File: src/rtl/bnn_pkg.sv
// Shared definitions for the BNN inference core.
//   - 3-bit layer-state codes (also decoded by the weight ROM controller)
//   - default per-layer read-beat counts
//   - weight ROM base offsets of each layer after CONV1
//   - small helpers for layer ordering
package bnn_pkg;

   typedef enum logic [2:0] {
      IDLE_ST  = 3'b000,
      READ_ST  = 3'b001,
      CONV1_ST = 3'b010,
      CONV2_ST = 3'b011,
      CONV3_ST = 3'b100,
      FCL1_ST  = 3'b101,
      FCL2_ST  = 3'b110
   } layer_state_t;

   localparam int unsigned CONV1_BEATS_DEF  = 1008;  // 9 taps x 112
   localparam int unsigned CONV23_BEATS_DEF = 1008;
   localparam int unsigned FCL1_BEATS_DEF   = 672;
   localparam int unsigned FCL2_BEATS_DEF   = 12;

   // CONV1 weights occupy ROM words 0..8; later layers follow back to back.
   localparam int unsigned CONV2_ROM_OFS = 9;
   localparam int unsigned CONV3_ROM_OFS = 1017;
   localparam int unsigned FCL1_ROM_OFS  = 2025;
   localparam int unsigned FCL2_ROM_OFS  = 2697;

   function automatic layer_state_t next_layer(input layer_state_t s);
      case (s)
         CONV1_ST: return CONV2_ST;
         CONV2_ST: return CONV3_ST;
         CONV3_ST: return FCL1_ST;
         FCL1_ST:  return FCL2_ST;
         default:  return IDLE_ST;
      endcase
   endfunction

   function automatic logic is_compute(input layer_state_t s);
      return s inside {CONV1_ST, CONV2_ST, CONV3_ST, FCL1_ST, FCL2_ST};
   endfunction

endpackage

File: src/rtl/bnn_beat_counter.sv
// Loadable modulo beat counter.
//   clk, rst  : clock, synchronous active-high reset
//   en        : advance by one beat
//   clr       : force count to 0 (wins over en)
//   terminal  : last count value; a beat taken at terminal wraps to 0
//   count     : current beat index
//   last      : count == terminal
module bnn_beat_counter #(
   parameter int unsigned CNT_W = 10
) (
   input  logic             clk,
   input  logic             rst,
   input  logic             en,
   input  logic             clr,
   input  logic [CNT_W-1:0] terminal,
   output logic [CNT_W-1:0] count,
   output logic             last
);

   assign last = (count == terminal);

   always_ff @(posedge clk) begin
      if (rst || clr) begin
         count <= '0;
      end else if (en) begin
         count <= last ? '0 : count + 1'b1;
      end
   end

endmodule

File: src/rtl/bnn_layer_sequencer.sv
// Layer scheduler for one BNN inference: IDLE -> READ -> CONV1 -> CONV2 -> CONV3 -> FCL1 -> FCL2.
//   iCLK, iRST   : clock, synchronous active-high reset
//   iSTART       : start an inference (IDLE only)
//   iLOAD_DONE   : input frame loaded (READ only)
//   iSTALL       : back-pressure, suppresses read beats (not drain)
//   iABORT       : cancel the running inference
//   oSTATE       : 3-bit layer code
//   oRD_EN       : read beat (combinational from registered state and iSTALL)
//   oBEAT        : beat index within the layer
//   oBUSY        : not IDLE
//   oLAYER_DONE  : pulse when a compute layer retires
//   oDONE        : pulse when FCL2 retires
//   oFLUSH       : pulse after an abort
module bnn_layer_sequencer
   import bnn_pkg::*;
#(
   parameter int unsigned CNT_W        = 10,
   parameter int unsigned CONV1_BEATS  = CONV1_BEATS_DEF,
   parameter int unsigned CONV23_BEATS = CONV23_BEATS_DEF,
   parameter int unsigned FCL1_BEATS   = FCL1_BEATS_DEF,
   parameter int unsigned FCL2_BEATS   = FCL2_BEATS_DEF,
   parameter int unsigned DRAIN_CYC    = 2
) (
   input  logic             iCLK,
   input  logic             iRST,
   input  logic             iSTART,
   input  logic             iLOAD_DONE,
   input  logic             iSTALL,
   input  logic             iABORT,
   output logic [2:0]       oSTATE,
   output logic             oRD_EN,
   output logic [CNT_W-1:0] oBEAT,
   output logic             oBUSY,
   output logic             oLAYER_DONE,
   output logic             oDONE,
   output logic             oFLUSH
);

   localparam int unsigned DW = ($clog2(DRAIN_CYC + 1) < 1) ? 1 : $clog2(DRAIN_CYC + 1);
   localparam logic [DW-1:0] DRAIN_LAST = DW'((DRAIN_CYC == 0) ? 0 : DRAIN_CYC - 1);

   layer_state_t    state_q;
   logic            draining_q;
   logic [DW-1:0]   drain_q;
   logic            busy_q;
   logic            layer_done_q;
   logic            done_q;
   logic            flush_q;

   logic [CNT_W-1:0] terminal;
   logic             beat_last;
   logic             do_abort;
   logic             last_beat;
   logic             advance;

   assign do_abort  = iABORT && (state_q != IDLE_ST);
   assign oRD_EN    = is_compute(state_q) && !iSTALL && !draining_q;
   assign last_beat = oRD_EN && beat_last;
   // Without a drain phase the layer retires on the edge after its last beat.
   assign advance   = (DRAIN_CYC == 0) ? last_beat
                                       : (draining_q && (drain_q == DRAIN_LAST));

   always_comb begin
      terminal = CNT_W'(CONV1_BEATS - 1);
      case (state_q)
         CONV2_ST, CONV3_ST: terminal = CNT_W'(CONV23_BEATS - 1);
         FCL1_ST:            terminal = CNT_W'(FCL1_BEATS - 1);
         FCL2_ST:            terminal = CNT_W'(FCL2_BEATS - 1);
         default:            terminal = CNT_W'(CONV1_BEATS - 1);
      endcase
   end

   bnn_beat_counter #(
      .CNT_W (CNT_W)
   ) u_beat_counter (
      .clk      (iCLK),
      .rst      (iRST),
      .en       (oRD_EN),
      .clr      (do_abort),
      .terminal (terminal),
      .count    (oBEAT),
      .last     (beat_last)
   );

   always_ff @(posedge iCLK) begin
      if (iRST) begin
         state_q      <= IDLE_ST;
         draining_q   <= 1'b0;
         drain_q      <= '0;
         busy_q       <= 1'b0;
         layer_done_q <= 1'b0;
         done_q       <= 1'b0;
         flush_q      <= 1'b0;
      end else begin
         layer_done_q <= 1'b0;
         done_q       <= 1'b0;
         flush_q      <= 1'b0;
         if (do_abort) begin
            state_q    <= IDLE_ST;
            draining_q <= 1'b0;
            drain_q    <= '0;
            busy_q     <= 1'b0;
            flush_q    <= 1'b1;
         end else if (state_q == IDLE_ST) begin
            // A start coinciding with the oDONE pulse is dropped.
            if (iSTART && !done_q) begin
               state_q <= READ_ST;
               busy_q  <= 1'b1;
            end
         end else if (state_q == READ_ST) begin
            if (iLOAD_DONE) begin
               state_q <= CONV1_ST;
            end
         end else if (!is_compute(state_q)) begin
            state_q <= IDLE_ST;
            busy_q  <= 1'b0;
         end else if (advance) begin
            state_q      <= next_layer(state_q);
            layer_done_q <= 1'b1;
            draining_q   <= 1'b0;
            drain_q      <= '0;
            if (state_q == FCL2_ST) begin
               done_q <= 1'b1;
               busy_q <= 1'b0;
            end
         end else if (draining_q) begin
            // Drain keeps counting through a stall.
            drain_q <= drain_q + 1'b1;
         end else if (last_beat) begin
            draining_q <= 1'b1;
            drain_q    <= '0;
         end
      end
   end

   assign oSTATE      = state_q;
   assign oBUSY       = busy_q;
   assign oLAYER_DONE = layer_done_q;
   assign oDONE       = done_q;
   assign oFLUSH      = flush_q;

endmodule

File: config.mk
export PLATFORM = sky130hd
export DESIGN_NAME = bnn_layer_sequencer
export DESIGN_NICKNAME = d
export VERILOG_FILES = /design/src/rtl/bnn_pkg.sv /design/src/rtl/bnn_beat_counter.sv /design/src/rtl/bnn_layer_sequencer.sv
export SDC_FILE = /design/constraint.sdc
export NUM_CORES = 1
export LEC_CHECK = 0
export CORE_MARGIN = 10
export CORE_UTILIZATION = 45
export CTS_CLUSTER_DIAMETER = 150
export DETAILED_ROUTE_END_ITERATION = 8
export PLACE_DENSITY = 0.67
export SETUP_SLACK_MARGIN = 0.2
export SYNTH_ARGS = -nofsm -noshare
export SYNTH_HDL_FRONTEND = slang
export SYNTH_HIERARCHICAL = 1
export SYNTH_SLANG_ARGS = --single-unit
File: constraint.sdc
create_clock -name iCLK -period 2.66 [get_ports iCLK]
set_clock_uncertainty 0.2 [all_clocks]
set_input_delay 0.665 -clock iCLK [delete_from_list [all_inputs] [get_ports iCLK]]
set_output_delay 0.665 -clock iCLK [all_outputs]
set_load 0.03 [all_outputs]
==> results.cfg, run 1 <==
[clock_tree]
clock_sinks = 20
clk_pin_slew_ps = 100
numCtsBuffers = 3
root_buffer = clkbuf_4
htree_levels = 1
cts_buffer_depth = 2
cts_tree = done
clk_latency_ps = 300

[placed_design]
port_buffers = 23
dp_hpwl_microns = 2159
dp_slack_ps = 139.1
dp_cells = 189
place.gp.congestion = 0.7625
dpl-instance-area_sq_mm = 0.001489

[timing]
finalHoldViolations = 0
finalWorstSetupSlack_ps = 258.4
fmax_mhz = 416.4
maxSlewViolCount = 0
final.setup.tns_ps = 0
finalCritPeriodShare = 0.9028
setup_viol = 0
period_minus_slack_ps = 2402
rsz0062_at_grt = true
whs_ps = 303.9

[worst_setup_path]
setup.worst_path.end = oRD_EN
cp.required_ps = 1790
startpoint = iSTALL
r2r_cells = 9
timing.rr.end = draining_q
crit_path_start_kind = primary input
crit_path_end_kind = output port
crit_type = primary input to output port
rr_startpoint = oSTATE[2]
regToRegSetupSlack_ps = 420
critPathMaxFanout = 2
cp.arrival_ps = 1540

[route]
via_per_inst = 5.428
wl_per_cell_microns = 14.44
drc = 0
drt_iter0_markers = 60
wirelength_microns = 2801
dr_total_vias = 1053
drtPass1Iterations = 4
ant_nets = 0

[floorplanning]
rows = 18
die_x_microns = 71.96
die_y_microns = 71.96
dieArea_sq_mm = 0.005178
ios = 24
start_util = 0.4816
coreArea_sq_mm = 0.002522

[synth]
synth.distinct_cells = 47
synth_area_sq_mm = 0.001215
ys.flop_type = dfxtp_1
syn_avg_cell_area_sq_um = 8.868
synthCells = 137
async_flop_share = 0
ys_ff_latch = 20
synth_edf_count = 0
seq_area_frac_synth = 0.3296
synth_warnings = 6

[global_route]
grt_pass1_vias = 1048
grt-ovfl-total = 0
antenna_found_initial = 0
grt_usage = 0.1108
grt_max_degree = 14
grt_pass1_wl_microns = 4809

[power]
finalPower_mw = 0.5653
power.density_mw_per_mm2 = 367.6
p_leak_nw = 0.5247
vdd_drop_max_mv = 0.3604

[finish]
fillers = 247
layout-drive-gt1-share = 0.1585
syn2layout_area_growth_pct = 26.57
final_area_sq_mm = 0.001538
final_util = 0.6096
nets = 174
diodes = 0
final-instance-count-excl-fill = 194

[outcome]
status = completed

[flow_run]
drv_cap = 0

[worst_hold_path]
min_path_type = flip-flop to flip-flop
-- critical path, stage by stage --
cell	delay, ps
clkdlybuf4s50_1	460
nor3_4	240
buf_6	160
-- routing by layer --
metal | up-vias | share of wire | wire length (microns) | GRT usage
met5 | - | 0 | 0 | 0
met4 | 0 | 0.0046 | 13 | 0.01935
met3 | 2 | 0.069 | 194 | 0.04354
met2 | 20 | 0.46 | 1299 | 0.1784
met1 | 485 | 0.46 | 1293 | 0.1374
li1 | 546 | - | - | -
-- worst min-delay path by stage --
| stage | start | endpoint | slack, ps | cells after the start |
|---|---|---|---|---|
| after global placement | oBUSY | oBUSY | 270 | 2 |
| final | drain_q[1] | drain_q[1] | 300 | 2 |
| after detailed placement | oBUSY | oBUSY | 300 | 2 |
| after global routing | drain_q[1] | drain_q[1] | 350 | 2 |
| after floorplan | drain_q[1] | drain_q[1] | 260 | 2 |
| after CTS | oBUSY | oBUSY | 320 | 2 |
-- cell usage after synthesis (all sizes together), types with 2 or more instances --
| cell type | n | area, sq um |
|---|---|---|
| o311ai | 2 | 17.52 |
| inv | 8 | 30.03 |
| ha | 2 | 25.02 |
| nand3 | 2 | 10.01 |
| a21oi | 7 | 35.03 |
| buf | 6 | 41.28 |
| o21ai | 4 | 20.02 |
| mux2i | 2 | 20.02 |
| nor4 | 2 | 18.77 |
| a211oi | 7 | 57.55 |
| nand2 | 7 | 26.28 |
| nand2b | 5 | 33.78 |
| and3 | 2 | 13.77 |
| or2 | 2 | 12.52 |
| xor2 | 3 | 26.28 |
| nor2b | 4 | 25.02 |
| nand3b | 5 | 37.54 |
| dfxtp | 20 | 400.4 |
| nor3 | 4 | 31.28 |
| a211o | 2 | 17.52 |
| xnor2 | 14 | 122.6 |
| nor2 | 6 | 22.52 |
| nand4 | 5 | 37.53 |
| a31oi | 2 | 12.51 |
| clkbuf | 2 | 8.750 |
| nor3b | 3 | 27.52 |
-- what timing repair did --
item,4_1_cts,5_1_grt
pin swaps,1,2
setup buffers,1,1
hold buffers,0,0
resized for setup,1,3
setup endpoints to repair,1,4
-- final cells by class --
type	count	area [sq um]	share of cell area
Clock buffer	3	22.52	0.01465
Sequential cell	20	405.4	0.2636
Multi-Input combinational cell	103	758.2	0.4931
Inverter	8	30.03	0.01953
Timing Repair Buffer	30	284.0	0.1847
Tap cell	30	37.54	0.02441
-- report_power, final --
group | total (mW) | internal, mW | switching, mW
clock network | 0.141 | 0.0528 | 0.0885
logic | 0.112 | 0.0481 | 0.0644
registers | 0.312 | 0.306 | 0.00569
total | 0.565 | 0.407 | 0.159
-- flip-flops by register name (all words and copies together) (netlist names) --
register	count
oLAYER_DONE	1
draining_q	1
drain_q	2
oDONE	1
oBUSY	1
u_beat_counter/count	10
oFLUSH	1
oSTATE	3
-- kinds of logic after synthesis --
| logic type | share of synthesized area |
|---|---|
| buffers and inverters | 0.06590 |
| flip-flops | 0.3296 |
| XOR/XNOR | 0.1226 |
| AO/OA/AOI/OAI | 0.1864 |
| adder cells (fa/ha/maj) | 0.02059 |
| AND/OR/NAND/NOR | 0.2554 |
| other | 0.003087 |
| multiplexers | 0.01648 |
-- layout by cell type (no fill, tap or decap), drive strengths merged, types with 3 or more instances in the layout --
cell / netlist / layout
a211oi: 7 / 7
a21oi: 7 / 7
buf: 6 / 8
clkbuf: 2 / 3
clkdlybuf4s50: 0 / 22
conb: 1 / 3
dfxtp: 20 / 20
inv: 8 / 8
nand2: 7 / 7
nand2b: 5 / 5
nand3b: 5 / 5
nand4: 5 / 5
nor2: 6 / 6
nor2b: 4 / 4
nor3: 4 / 4
nor3b: 3 / 3
o21ai: 4 / 4
xnor2: 14 / 14
xor2: 3 / 3
Note: power is estimated with default switching activity, not from simulation.
==> run 2: changes to the inputs <==
- GPL_TIMING_DRIVEN: default -> 1
==> results of run 2 <==
Final layout, timing and power as in run 1 (identical DEF).
==> edit 1, RTL diff (config.mk and constraints of run 1) <==
`DRAIN_CYC`: 2 -> 1.
--- a/src/rtl/bnn_layer_sequencer.sv
+++ b/src/rtl/bnn_layer_sequencer.sv
@@ -21,3 +21,3 @@
    parameter int unsigned FCL2_BEATS   = FCL2_BEATS_DEF,
-   parameter int unsigned DRAIN_CYC    = 2
+   parameter int unsigned DRAIN_CYC    = 1
 ) (
Function: no difference found for any inputs over 10 cycles, from zero or initial values and one cycle with iRST high; that may be too few to reach the edited logic, so the function may still have changed.
==> edit 1 against run 1 <==
- final cell count decreased by 8.2%
- power increased by 21%
- register-to-register slack improved by 0.03 ns
- die area decreased by 8.3%
- setup slack improved by 0.0092 ns
- sequential cell count decreased by 2
- design area decreased by 7.9%
- critical path depth decreased by 2
- wire length decreased by 2.8%
- synthesized area decreased by 11%
- sequential share of layout area decreased by 0.74 points
- combinational power increased by 76%
- highest routed layer unchanged
==> edit 1: results (changes against run 1) <==
** Logic synthesis
- Unique masters post-synth :: 43 (-8.5%)
- Parity-gate share of the synthesized area counting xor and xnor cells :: 13.84% (+1.6 points)
- The synthesized-area fraction occupied by ao, oa, aoi and oai cells came to 18.49% (-0.15 points).
- The number of warnings printed during yosys synthesis is 6 (unchanged).
- Leading register cell type out of synthesis :: sky130_fd_sc_hd__dfxtp_1
- The adder-cell share of the synthesized area was 1.163% (-0.90 points).
- Register area share after synthesis :: 33.49% (+0.53 points)
- Ranked by total cell area, the synthesized netlist is headed by sky130_fd_sc_hd__dfxtp_1, sky130_fd_sc_hd__xnor2_1, sky130_fd_sc_hd__a211oi_1.
- Synth async-reset ratio :: 0% (unchanged)
- The area share of the leading cell type in the synthesized netlist is 33.49% (+0.53 points).
- Multiplexer share of the synthesized area :: 1.860% (+0.21 points)
- Mean area per synthesized cell :: 8.820 um^2 (-0.54%)
- Post-synth top cells :: sky130_fd_sc_hd__dfxtp_1, sky130_fd_sc_hd__xnor2_1, sky130_fd_sc_hd__nor2_1

** Global routing
- The via count of the first global-routing pass was 982 (-6.3%).
- The global-route total usage across every layer was 12.29% (+1.2 points).
- The pin count of the biggest net entering global routing was 16 (+2).
- The first-pass GRT wire length came to 4547 um (-5.4%).

** Routing
- The wire length per cell after detailed routing came to 15.30 um (+6.0%).
- The via count normalized by instance count is 5.500 (+1.3%).
- The iteration count of the initial detailed-routing pass is 5 (+1).
- The first-iteration detailed-routing DRC count came to 48 (-20%).

** Power
- The largest vdd supply drop was 0.3187 mV (-12%).
- Leakage component of the power :: 0.5362 nW (+2.2%)

** Worst hold path
- WHS Endpoint :: oBUSY$_SDFFE_PP0P_
- Hold_sp :: oBUSY$_SDFFE_PP0P_
- The hold path depth was 2 (unchanged).

** Finish
- The count of non-filler cells in the finished layout came to 178 (-8.2%).
- The number of diodes added for antenna fixing was 0 (unchanged).
- The layout net count was 158 (-9.2%).
- Share of post-route cells with drive strength above 1 :: 16.67% (+0.81 points)
- The layout filler cell count was 207 (-16%).

** STA
- Worst hold slack :: 0.2840 ns (-0.01988 ns)

** Place
- # placed instances :: 171 (-9.5%)
- Final weighted congestion in routability-driven placement :: 0.7331 (-3.9%)
- The final HPWL from detailed placement is 2024 um (-6.2%).

** Clock tree
- The total CTS buffers is 3 (unchanged).
- Clock tree synthesis selected as its root buffer the cell sky130_fd_sc_hd__clkbuf_4.
- Clock Pin Slew Worst Setup and Hold Paths :: 0.11 ns

** Outcome
- The run finished with clean final reports.

** Critical path
- The startpoint identified for the worst register-to-register timing path is oSTATE[1]$_SDFFE_PP0P_.
- Number of cells on the worst reg-to-reg path :: 8 (-1)
- The endpoint identified for the worst register-to-register timing path is u_beat_counter/count[8]$_SDFFE_PP0P_.
- Longest individual stage delay on the worst path :: 0.73 ns (+0.27 ns)
- Data on the critical path arrives at its endpoint at 1.53 ns.
- The critical-path maximum fanout is 15 (+13).
- Worst-case register-to-register setup slack :: 0.45 ns (+0.03 ns)
==> edit 1: cell count changes after synthesis, moves of 3 or more <==
cell / change
sky130_fd_sc_hd__o21ai_1: +3
sky130_fd_sc_hd__nor2_1: +4
sky130_fd_sc_hd__o21ai_0: -4
sky130_fd_sc_hd__nor2b_1: -3
sky130_fd_sc_hd__inv_1: -3
sky130_fd_sc_hd__nand3b_1: -5
==> edit 1: metal layers <==
layer / routed length [um] / track usage (%) / up-vias
met5: 0 / 0 / -
met4: 31 / 5.665 / 0
met3: 213 / 3.543 / 4
met2: 1331 / 20.43 / 28
met1: 1146 / 14.22 / 456
li1: - / - / 491
==> edit 1: how the worst max path moves through the flow <==
stage | cells past startpoint | slack, ns | from | end
detailed placement | 3 | 0.19 | iSTALL | oRD_EN
finish | 1 | 0.27 | oSTATE[2]$_SDFFE_PP0P_ | oSTATE[2]
floorplan | 7 | 0.34 | oSTATE[2]$_SDFFE_PP0P_ | u_beat_counter/count[9]$_SDFFE_PP0P_
global route | 1 | 0.22 | oSTATE[2]$_SDFFE_PP0P_ | oSTATE[2]
global placement | 3 | 0.22 | iSTALL | oRD_EN
CTS | 1 | 0.21 | oSTATE[1]$_SDFFE_PP0P_ | oSTATE[1]
==> edit 1: area by class of cell <==
class                           count  area share, %
Multi-Input combinational cell     94          48.06
Sequential cell                    18          25.62
Timing Repair Buffer               29          19.96
Clock buffer                        4          2.562
Tap cell                           28          2.473
Inverter                            5          1.325
==> edit 1: timing repair <==
action,in CTS,in global routing
resized for setup,2,5
buffers inserted,0,3
gates cloned,0,0
pin swaps,1,2
setup endpoints to repair,3,4
==> edit 1: power by group <==
group	internal, mW	leakage, nW	total (mW)	switching [mW]
clock network	0.0835	0.0210	0.175	0.0913
logic	0.0872	0.369	0.197	0.110
registers	0.286	0.146	0.313	0.0269
==> edit 1: cells by family (layout without fill, tap and decap cells) <==
| logic type | count (synthesis) | in the layout |
|---|---|---|
| buffers and inverters | 12 | 38 |
| XOR/XNOR | 17 | 17 |
| adder cells (fa/ha/maj) | 1 | 1 |
| AND/OR/NAND/NOR | 44 | 44 |
| AO/OA/AOI/OAI | 27 | 27 |
| other | 1 | 3 |
| flip-flops | 18 | 18 |
| multiplexers | 2 | 2 |
==> edit 1: per-stage QoR <==
step	area, um^2	total power, mW	utilization, %	setup WS (ns)
2_1_floorplan	1095	0.4483	-	0.3354
3_3_place_gp	1345	0.5140	59.66	0.2204
3_5_place_dp	1345	0.5192	59.66	0.1895
4_1_cts	1381	0.6872	61.27	0.2052
5_1_grt	1416	0.7220	62.82	0.2178
6_report	1416	0.6849	62.82	0.2676
==> edit 2, RTL diff (settings of run 1) <==
Made on the original files. Make the reset (`iRST`) asynchronous in one clocked block. Comments in the files are not updated.
--- a/src/rtl/bnn_layer_sequencer.sv
+++ b/src/rtl/bnn_layer_sequencer.sv
@@ -84,3 +84,3 @@
 
-   always_ff @(posedge iCLK) begin
+   always_ff @(posedge iCLK or posedge iRST) begin
       if (iRST) begin
Formal check against the unedited RTL: differs if iRST is asserted again (counterexample within 4 cycles, from zero or initial values and one cycle with iRST high); with iRST held inactive, the same outputs for 10 cycles.
==> edit 2 against run 1 <==
- combinational power rose by 47%
- setup slack improved by 0.013 ns
- sequential share of layout area grew 0.45 points
- wire length increased by 7.9%
- synthesized area is 3.4% higher
- power up 31%
- first-iteration DRC count increased by 58%
- design area is 9.8% higher
- count of clock-buffer cells in the layout did not move
- register-to-register slack lost 0.06 ns
- sequential cell count did not move
- hold slack gained 0.011 ns
- critical path type is now flop to output pin
- largest power group unchanged
==> edit 2: results (changes against run 1) <==
** Logic synthesis
- The synthesized-area fraction occupied by ao, oa, aoi and oai cells was 17.03% (-1.6 points).
- Register area share after synthesis :: 35.86% (+2.9 points)
- Parity-gate share of the synthesized area counting xor and xnor cells :: 12.55% (+0.29 points)
- Multiplexer share of the synthesized area :: 0.7968% (-0.85 points)
- The adder-cell share of the synthesized area came to 1.992% (-0.068 points).
- Unique masters post-synth :: 44 (-6.4%)
- Leading post-synthesis cells by cell area :: sky130_fd_sc_hd__dfrtp_1, sky130_fd_sc_hd__dfxtp_1, sky130_fd_sc_hd__xnor2_1

** STA
- FMAX :: 418.6 MHz (+0.53%)

** Critical path
- The worst register-to-register path begins at oSTATE[2]$_DFFE_PP0P_.
- The largest stage delay on the critical path is 0.73 ns (+0.27 ns).
- In this run the critical register-to-register path is captured at drain_q[0]$_DFFE_PP0P_.
- Critical path startpoint :: u_beat_counter/count[2]$_SDFFE_PP0P_

** Place
- Final weighted congestion in routability-driven placement :: 0.8505 (+12%)
- The final HPWL from detailed placement is 2141 um (-0.84%).

** Global routing
- Largest net degree at the start of global routing :: 15 (+1)

** Finish
- The non-clock buffer count in the final layout was 40 (+33%).
- The layout net count is 188 (+8.0%).
- The layout filler cell count is 244 (-1.2%).
- The area of the multi-input gates is 754.5 um^2 (-0.49%).
- Relative area of clock buffers and inverters in the final design :: 3.111% (+1.6 points)
- Register cell area after layout :: 452.9 um^2 (+12%)

** Outcome
- Result of the run :: completed

** Clock tree
- Clock Pin Slew Worst Setup and Hold Paths :: 0.13 ns (+0.03 ns)
- The post-CTS repair timing setup buffer count was 6 (+5).

** Routing
- The number of vias after detailed routing came to 1139 (+8.2%).
- The first-iteration detailed-routing DRC count is 95 (+58%).
- Total length of routed wires :: 3023 um (+7.9%)

** Power
- The sequential power is 0.325 mW (+4%).
- Switching Share :: 27.40% (-0.65 points)
- Leakage component of the power :: 0.6635 nW (+26%)
- Post-route total power :: 0.7413 mW (+31%)
- Maximum ir drop on the vdd rail :: 0.3172 mV (-12%)

** Worst hold path
- For hold timing, the worst endpoint is oBUSY$_DFFE_PP0P_.
-- edit 2: changes by cell type in the layout (fill, tap and decap cells not counted), moves of 3 or more --
cell,run 1,this run
sky130_fd_sc_hd__a21oi_1,7,10
sky130_fd_sc_hd__nand3b_1,5,1
sky130_fd_sc_hd__nand2_1,7,12
sky130_fd_sc_hd__dfxtp_1,18,10
sky130_fd_sc_hd__nor3_1,2,5
sky130_fd_sc_hd__nor2_1,5,9
sky130_fd_sc_hd__dfrtp_1,0,8
sky130_fd_sc_hd__buf_4,7,18
-- edit 2: routing by layer --
metal  vias up  track usage, %  part of all wire, %
li1        567               -                    -
met4         0           3.797                 0.83
met1       538           13.96                   42
met3         4           4.082                  8.7
met5         -               0                    0
met2        30           18.59                   48
-- edit 2: cell families (layout without fill, tap and decap cells) --
group,count (synthesis),in the layout
xor+xnor,18,18
flops,20,20
mux,1,1
other cells,1,3
compound gates,30,30
fa+ha+maj,2,2
simple gates,53,53
buf+inv,16,52
